**config.mk**
```make
export PLATFORM = sky130hd
export DESIGN_NAME = instr_fetch_flat
export DESIGN_NICKNAME = d
export VERILOG_FILES = /design/src/rtl/instr_fetch_if.sv /design/src/rtl/instr_fetch.sv /design/src/flat_wrapper.sv
export SDC_FILE = /design/constraint.sdc
export NUM_CORES = 1
export LEC_CHECK = 0
export BUFFER_PORTS_ARGS = -buffer_cell sky130_fd_sc_hd__buf_2
export CAP_MARGIN = 15
export CORE_AREA = 2 2 63 77
export DETAILED_ROUTE_END_ITERATION = 8
export DIE_AREA = 0 0 65 79
export GPL_TIMING_DRIVEN = 0
export HOLD_SLACK_MARGIN = 0.03
export PLACE_DENSITY = 0.77
export SLEW_MARGIN = 40
export SYNTH_ARGS = -nofsm -noshare
export SYNTH_HDL_FRONTEND = slang
export SYNTH_SLANG_ARGS = --single-unit
export TNS_END_PERCENT = 50
```
**constraint.sdc**
```tcl
create_clock -name Clk -period 2.9 [get_ports Clk]
set_input_delay 0.29 -clock Clk [delete_from_list [all_inputs] [get_ports Clk]]
set_output_delay 0.29 -clock Clk [all_outputs]
set_load 0.05 [all_outputs]
```
**src/rtl/instr_fetch_if.sv**
```systemverilog
`default_nettype none
// ============================================================================
//  Module      : instr_fetch_if
//  Description : Bus bundle between the fetch stage and its surroundings
//                (program start handshake, instruction ROM, branch LUT and
//                decode-side instruction register).
//  Revision    : 1.0  initial release
// ============================================================================
interface instr_fetch_if #(
    parameter int PCW = 10,
    parameter int IW  = 9
);
    logic           Start;
    logic [PCW-1:0] start_pc;
    logic [PCW-1:0] rom_addr;
    logic [IW-1:0]  rom_data;
    logic [IW-1:0]  instr;
    logic [PCW-1:0] instr_pc;
    logic           jump_en;
    logic           br_lut_sel;
    logic [3:0]     lut_idx;
    logic [PCW-1:0] lut_target;
    logic           Done;

    // Fetch-stage side
    modport master (
        input  Start, start_pc, rom_data, jump_en, br_lut_sel, lut_target,
        output rom_addr, instr, instr_pc, lut_idx, Done
    );

    // Environment side (ROM, LUT, Control, program sequencer)
    modport slave (
        output Start, start_pc, rom_data, jump_en, br_lut_sel, lut_target,
        input  rom_addr, instr, instr_pc, lut_idx, Done
    );
endinterface
`default_nettype wire

```
**src/rtl/instr_fetch.sv**
```systemverilog
`default_nettype none
// ============================================================================
//  Module      : instr_fetch
//  Description : Program counter and instruction register stage. Addresses
//                the asynchronous instruction ROM, registers the fetched word,
//                applies taken branches (relative or LUT target) with a single
//                NOP bubble, and wraps each program in a Start/Done handshake.
//                Optional build macro FETCH_PERF_EN adds saturating run-cycle
//                and taken-branch counters (cycle_cnt, taken_cnt).
//  Revision    : 1.0  initial release
// ============================================================================
module instr_fetch #(
    parameter int            PCW        = 10,
    parameter int            IW         = 9,
    parameter logic [IW-1:0] HALT_INSTR = 9'h00F
) (
    input  logic              Clk,
    input  logic              Reset,
    instr_fetch_if.master     bus
`ifdef FETCH_PERF_EN
    ,
    output logic [15:0]       cycle_cnt,
    output logic [15:0]       taken_cnt
`endif
);

    localparam logic [1:0] c_IDLE = 2'd0;
    localparam logic [1:0] c_RUN  = 2'd1;
    localparam logic [1:0] c_DONE = 2'd2;

    logic [1:0]     state_q, state_d;
    logic [PCW-1:0] pc_q,    pc_d;
    logic [IW-1:0]  ir_q,    ir_d;
    logic [PCW-1:0] ipc_q,   ipc_d;

    logic           w_start;
    logic           w_run;
    logic           w_halt;
    logic           w_ir_nop;
    logic           w_take_br;
    logic [PCW-1:0] w_rel_target;
    logic [PCW-1:0] w_br_target;

    // Start is only honoured while idle or finished; a NOP-opcode word never
    // carries a branch, which also covers the flushed bubble and HALT_INSTR.
    assign w_start      = bus.Start && ((state_q == c_IDLE) || (state_q == c_DONE));
    assign w_run        = (state_q == c_RUN);
    assign w_halt       = w_run && (ir_q == HALT_INSTR);
    assign w_ir_nop     = (ir_q[IW-1:IW-5] == '0);
    assign w_take_br    = w_run && bus.jump_en && !w_ir_nop;
    // Offset is relative to the branch's own address, wraps mod 2^PCW.
    assign w_rel_target = ipc_q + {{(PCW-4){ir_q[3]}}, ir_q[3:0]};
    assign w_br_target  = bus.br_lut_sel ? bus.lut_target : w_rel_target;

    // State register
    always_ff @(posedge Clk) begin
        if (Reset) begin
            state_q <= c_IDLE;
        end else begin
            state_q <= state_d;
        end
    end

    // Next-state logic
    always_comb begin
        state_d = state_q;
        case (state_q)
            c_IDLE:  if (w_start) state_d = c_RUN;
            c_RUN:   if (w_halt)  state_d = c_DONE;
            c_DONE:  if (w_start) state_d = c_RUN;
            default: state_d = c_IDLE;
        endcase
    end

    // Outputs decoded from state and datapath registers
    always_comb begin
        bus.Done     = (state_q == c_DONE);
        bus.rom_addr = pc_q;
        bus.instr    = ir_q;
        bus.instr_pc = ipc_q;
        bus.lut_idx  = ir_q[3:0];
    end

    // Datapath next values: load on start, fetch or redirect while running
    always_comb begin
        pc_d  = pc_q;
        ir_d  = ir_q;
        ipc_d = ipc_q;
        if (w_start) begin
            pc_d = bus.start_pc;
            ir_d = '0;
        end else if (w_run && !w_halt) begin
            ipc_d = pc_q;
            if (w_take_br) begin
                // Discard the sequential word fetched this cycle.
                pc_d = w_br_target;
                ir_d = '0;
            end else begin
                pc_d = pc_q + 1'b1;
                ir_d = bus.rom_data;
            end
        end
    end

    // Datapath registers
    always_ff @(posedge Clk) begin
        if (Reset) begin
            pc_q  <= '0;
            ir_q  <= '0;
            ipc_q <= '0;
        end else begin
            pc_q  <= pc_d;
            ir_q  <= ir_d;
            ipc_q <= ipc_d;
        end
    end

`ifdef FETCH_PERF_EN
    logic [15:0] cyc_q;
    logic [15:0] tkn_q;

    // Saturating run-cycle and taken-branch counters, cleared on program start
    always_ff @(posedge Clk) begin
        if (Reset || w_start) begin
            cyc_q <= '0;
            tkn_q <= '0;
        end else if (w_run) begin
            if (cyc_q != 16'hFFFF) cyc_q <= cyc_q + 16'd1;
            if (w_take_br && (tkn_q != 16'hFFFF)) tkn_q <= tkn_q + 16'd1;
        end
    end

    assign cycle_cnt = cyc_q;
    assign taken_cnt = tkn_q;
`endif

endmodule
`default_nettype wire
```
**src/flat_wrapper.sv**
```systemverilog
// flat-port wrapper written by rule: the top's interface ports become plain ports
module instr_fetch_flat 
#(
    parameter int            PCW        = 10,
    parameter int            IW         = 9,
    parameter logic [IW-1:0] HALT_INSTR = 9'h00F
)
  (Clk, Reset, bus_Start, bus_start_pc, bus_rom_data, bus_jump_en, bus_br_lut_sel, bus_lut_target, bus_rom_addr, bus_instr, bus_instr_pc, bus_lut_idx, bus_Done);
  instr_fetch_if #(.PCW(PCW), .IW(IW)) bus_i ();
  input  logic Clk;
  input  logic Reset;
  input wire logic [$bits(bus_i.Start)-1:0] bus_Start;
  input wire logic [$bits(bus_i.start_pc)-1:0] bus_start_pc;
  input wire logic [$bits(bus_i.rom_data)-1:0] bus_rom_data;
  input wire logic [$bits(bus_i.jump_en)-1:0] bus_jump_en;
  input wire logic [$bits(bus_i.br_lut_sel)-1:0] bus_br_lut_sel;
  input wire logic [$bits(bus_i.lut_target)-1:0] bus_lut_target;
  output wire logic [$bits(bus_i.rom_addr)-1:0] bus_rom_addr;
  output wire logic [$bits(bus_i.instr)-1:0] bus_instr;
  output wire logic [$bits(bus_i.instr_pc)-1:0] bus_instr_pc;
  output wire logic [$bits(bus_i.lut_idx)-1:0] bus_lut_idx;
  output wire logic [$bits(bus_i.Done)-1:0] bus_Done;
  assign bus_i.Start = bus_Start;
  assign bus_i.start_pc = bus_start_pc;
  assign bus_i.rom_data = bus_rom_data;
  assign bus_i.jump_en = bus_jump_en;
  assign bus_i.br_lut_sel = bus_br_lut_sel;
  assign bus_i.lut_target = bus_lut_target;
  assign bus_rom_addr = bus_i.rom_addr;
  assign bus_instr = bus_i.instr;
  assign bus_instr_pc = bus_i.instr_pc;
  assign bus_lut_idx = bus_i.lut_idx;
  assign bus_Done = bus_i.Done;
  instr_fetch #(.PCW(PCW), .IW(IW), .HALT_INSTR(HALT_INSTR)) u_core (.Clk(Clk), .Reset(Reset), .bus(bus_i));
endmodule
```
Word level (Yosys, flattened, before mapping)
Cells that the tools add are included.
{"block": "word_totals", "out_inout_bits": 34, "ff_bits": 31, "inputBits": 34}
{"block": "op_classes", "bitwise": 1, "mux": 8, "addsub": 2, "reduce_logical": 15, "eq_ne": 5}
{"cell": "$mux 10", "count": 4}
{"cell": "$add 10x1->10 const B", "count": 1}
{"cell": "$add 10x10->10", "count": 1}
{"cell": "$eq 9x4->1 const B", "count": 1}
{"cell": "$mux 9", "count": 1}
{"cell": "$logic_and 1x1->1", "count": 5}
{"cell": "$logic_not 5->1", "count": 1}
{"cell": "$mux 2", "count": 2}
{"cell": "$pmux 2 s2", "count": 1}
{"cell": "$reduce_and 2->1", "count": 2}
{"cell": "$reduce_or 2->1", "count": 2}
{"cell": "$eq 2x1->1 const B", "count": 1}
{"cell": "$eq 2x2->1 const B", "count": 1}
{"cell": "$logic_not 1->1", "count": 2}
{"cell": "$logic_not 2->1", "count": 1}
{"cell": "$ne 2x1->1 const B", "count": 1}
{"cell": "$ne 2x2->1 const B", "count": 1}
{"cell": "$reduce_bool 2->1", "count": 1}
{"cell": "$logic_or 1x1->1", "count": 1}
{"cell": "$not 1->1", "count": 1}

Logic depth before layout (Yosys ltp)
{"block": "depth", "ltp_word": 6, "ltp_mapped": 7, "depth_no_buf": 7}

Worst setup path before layout
OpenSTA, ideal clock, no wires.
{"block": "synth_timing", "path_kind": "flip-flop to flip-flop", "start": "reg u_core.ir_q[3], in the netlist u_core.bus.instr[3]", "end": "reg u_core.pc_q[7], in the netlist u_core.bus.rom_addr[7]", "stages_incl_launch_ff": 7, "path_slack_ns": 0.450, "arrival_time_ns": 2.364, "path_buffers": 0, "path_cell_list": "dfxtp_1 -> ha_1 -> a21o_1 -> a221o_1 -> or2_2 -> xnor2_1 -> a221oi_2"}
{"block": "synth_between", "elab_chain_cells": 5}
{"item": "start, declared", "line_no": "instr_fetch.sv:33", "text": "logic [IW-1:0] ir_q, ir_d;"}
{"item": "start signal, assigned", "line_no": "instr_fetch.sv:113", "text": "ir_q <= ir_d;"}
{"item": "$add 10x10->10 or $eq 9x4->1 (tied branches)", "line_no": "instr_fetch.sv:52, instr_fetch.sv:48"}
{"item": "$mux 10 or $logic_and 1x1->1 (tied branches)", "line_no": "instr_fetch.sv:53, instr_fetch.sv:48"}
{"item": "$mux 10 or $logic_not 1->1 (tied branches)", "line_no": "instr_fetch.sv:94, instr_fetch.sv:92"}
{"item": "$mux 10 or $logic_and 1x1->1 (tied branches)", "line_no": "instr_fetch.sv:92", "text": "end else if (w_run && !w_halt) begin"}
{"item": "$mux 10 or $reduce_bool 2->1 (tied branches)"}
{"item": "end signal, assigned", "line_no": "instr_fetch.sv:112", "text": "pc_q <= pc_d;"}
{"item": "end, declared", "line_no": "instr_fetch.sv:32", "text": "logic [PCW-1:0] pc_q, pc_d;"}
Parallel ways exist; a longest one is shown, timed or not. The select of a mux whose other input is x is not followed.
A chain may end at the register's enable or synchronous reset.

Final worst setup path
Same ends and word-level chain as after synthesis.

==> results.toml <==
[status]
status = "complete, no violations"

[logic_synthesis]
postSynthCellCount = 264
yosys_warnings = 0
synthArstFlopShare_pct = 0
synth-simple-area-share_pct = 26.8
synth_compound_area_share_pct = 26.7
synth_mux_area_share_pct = 2.00
synth_top_family_by_area = "simple AND/OR/NAND/NOR gates"
syn_area_per_cell_um2 = 8.08
yosysSeqAreaShare_pct = 29.1
syn_nets = 309
synth.distinct_cells = 58
synth-edff-count = 0
synthFlopType = "dfxtp_1"
synth_xor_area_share_pct = 3.29
ys_ff_latch = 31
netlist_area_um2 = 2130
synth_adder_area_share_pct = 6.81

[layout]
finalNetCount = 382
antenna_cells = 0
seqCellArea_um2 = 621
fillers = 434
multi_input_area_um2 = 1400
drive_above_1_share_pct = 31.4
area_growth_pct = 24.4

[sta]
fin_crit_ps = 2370
skew_ps = 5.95
final_hold_viol_count = 0
fin_ws_ps = 527
fin_setup_tns_ps = 0
rsz0062_at_grt = "no"
slew-limit-headroom_pct = 48.0
period_share_pct = 81.8
worstMarginPinSlew_ps = 779
finalSetupViolCount = 0
clock.fmax_mhz = 421
drv_slew = 0

[floorplan]
row_count = 27
core_area_um2 = 4430
die_width_um = 65
die_h_um = 79
fp.dieArea_um2 = 5140
initial_core_util_pct = 48.2
io_pins = 68

[run]
drv_cap = 0

[grt]
grt_usage_pct = 24.5
grt_pass1_vias = 2111
grt_max_degree = 12
gr-total-overflow = 0
antenna_found_initial = 0
grt_first_pass_wirelength_mm = 9.78

[clocking]
cts_made_buffers = 5
postCtsSetupBuffers = 0
cts_root_buffer = "clkbuf_8"
path_clk_slew_ps = 70
cts.sinks = 31
hold_buffers = 0
cts.htree.levels = 2
cts_resized = 0
insertion_delay_ps = 280
cts_buffer_depth = 2
cts_tree = "done"

[setup_path]
worstSetupPathType = "reg -> reg"
crit_chain = "ha_1 > a21o_1 > a221o_1 > or2_2 > xnor2_1 > a221oi_2"
cp.required_ps = 3090
crit_fanout = 11
arrival_ps = 2570
end_kind = "register"
path_delay_family = "compound AO/OA/AOI/OAI gates"
critPathBufInv = 0
slowest_stage = "dfxtp_1"
worstSetupStartpointType = "register"
max_stage_delay_ps = 600

[routing]
wire_per_inst_um = 15.3
drtPass1Iterations = 4
vias = 2272
drtAntennaViolNets = 0
wirelength_mm = 6.05
drc = 0
viasPerCell = 5.74
drtIter0Drc = 146

[placement]
io_buffer_count = 66
gp_congestion = 0.851
hpwl_mm = 4.71
pre_cts_slack_ps = 570

[power]
power.leakage_nw = 1.17
peakVddDrop_uv = 390
power.density_nw_per_um2 = 471

[worst_hold_path]
hold_class = "in -> reg"
==> state kept, by name, summed over array words and instances, names as in the netlist <==
signal / flops
u_core.bus.instr_pc: 10
u_core.bus.rom_addr: 10
u_core.bus.instr: 9
u_core.state_q: 2
==> cells in the mapped netlist (2+ instances only) <==
library cell  instances  area share (%)
mux2_2                2             1.1
ha_1                 10             5.9
nor3b_1               7             2.5
nor3_1                9             2.1
buf_4                 4             1.4
a22oi_1               6             2.1
and3_1                4             1.2
o211ai_1              4             1.4
a21oi_1              29             6.8
nand2b_1              4             1.2
inv_1                 3            0.53
a31o_2                2            0.82
nor2_1                8             1.4
o31ai_1               2            0.70
o21ai_0               8             1.9
dfxtp_1              31              29
nand2_1              41             7.2
xor2_1                4             1.6
nand3_1              17             4.0
buf_2                 4            0.94
buf_6                 2             1.1
xnor2_1               4             1.6
nor2b_1               3            0.88
and4_1                2            0.82
mux2i_1               2            0.94
nor4b_1               2            0.82
clkbuf_1              8             1.4
a21oi_2               5             2.1
nand4_1               3            0.88
or2_2                 3            0.88
a31oi_1               2            0.59
a211o_1               3             1.2
==> cells by family after synthesis <==
group	Yosys count
buf+inv	21
simple gates	110
flops	31
xor+xnor	8
mux	4
compound gates	79
fa+ha+maj	11
==> layout by cell type (no fill, tap or decap), types with 3 or more instances in the layout <==
| cell | count |
|---|---|
| and3_1 | 4 |
| inv_1 | 3 |
| buf_2 | 70 |
| a211o_1 | 3 |
| a22oi_1 | 6 |
| nand2b_1 | 4 |
| nand3_1 | 17 |
| nor2_1 | 8 |
| xnor2_1 | 4 |
| clkbuf_8 | 6 |
| or2_2 | 3 |
| o211ai_1 | 4 |
| buf_4 | 4 |
| nand2_1 | 41 |
| dfxtp_1 | 31 |
| nand4_1 | 3 |
| a21oi_1 | 29 |
| a21oi_2 | 5 |
| o21ai_0 | 8 |
| ha_1 | 10 |
| xor2_1 | 4 |
| nor3b_1 | 7 |
| clkbuf_1 | 8 |
| nor3_1 | 9 |
| nor2b_1 | 3 |
==> worst paths after layout <==
path | from | to | slack (ps) | cells past startpoint
worst max-delay path | u_core.bus.instr[3] | u_core.bus.rom_addr[7] | 530 | 6
worst min-delay path | bus_rom_data[7] | u_core.bus.instr[7] | 260 | 3
worst max register to register | u_core.bus.instr[3] | u_core.bus.rom_addr[7] | 530 | 6
worst min register to register | u_core.bus.instr[8] | u_core.bus.instr[8] | 480 | 2
==> tightest hold or removal path, stage by stage <==
cell and delay (ps):
buf_2 90, nand3_1 50, a21oi_1 60
==> final cells by class <==
type | instances | share of cell area [%]
clock inverters | 2 | 1.32
inverters | 3 | 0.425
repair buffers | 66 | 12.5
plain buffers | 18 | 3.87
flip-flops and latches | 31 | 23.4
multi-input cells | 212 | 52.7
well taps | 58 | 2.74
clock buffers | 6 | 3.11
==> stage by stage <==
stage	hold WS (ps)	utilization [%]	cells	total power [W]	area, µm²
2_1_floorplan	396	-	264	0.000725	2130
3_3_place_gp	454	57.3	388	0.000812	2530
3_5_place_dp	472	57.3	388	0.000818	2530
4_1_cts	255	59.9	396	0.00125	2650
5_1_grt	258	59.9	396	0.00131	2650
6_report	259	59.9	396	0.00125	2650
==> routing by layer <==
layer / vias up / global-route usage [%] / wire, µm
li1: 1120 / - / -
met1: 1074 / 31.0 / 2650
met2: 71 / 42.0 / 2990
met3: 7 / 3.68 / 331
met4: 0 / 8.51 / 79
met5: - / 0 / 0
==> power by group <==
group          total (W)  leakage [nW]  internal (W)  switching [W]
Combinational   0.000329         0.852      0.000109       0.000219
Sequential      0.000483         0.253      0.000449      0.0000344
Clock           0.000438        0.0612      0.000278       0.000161
No activity file was read; power rests on OpenSTA's default activity.
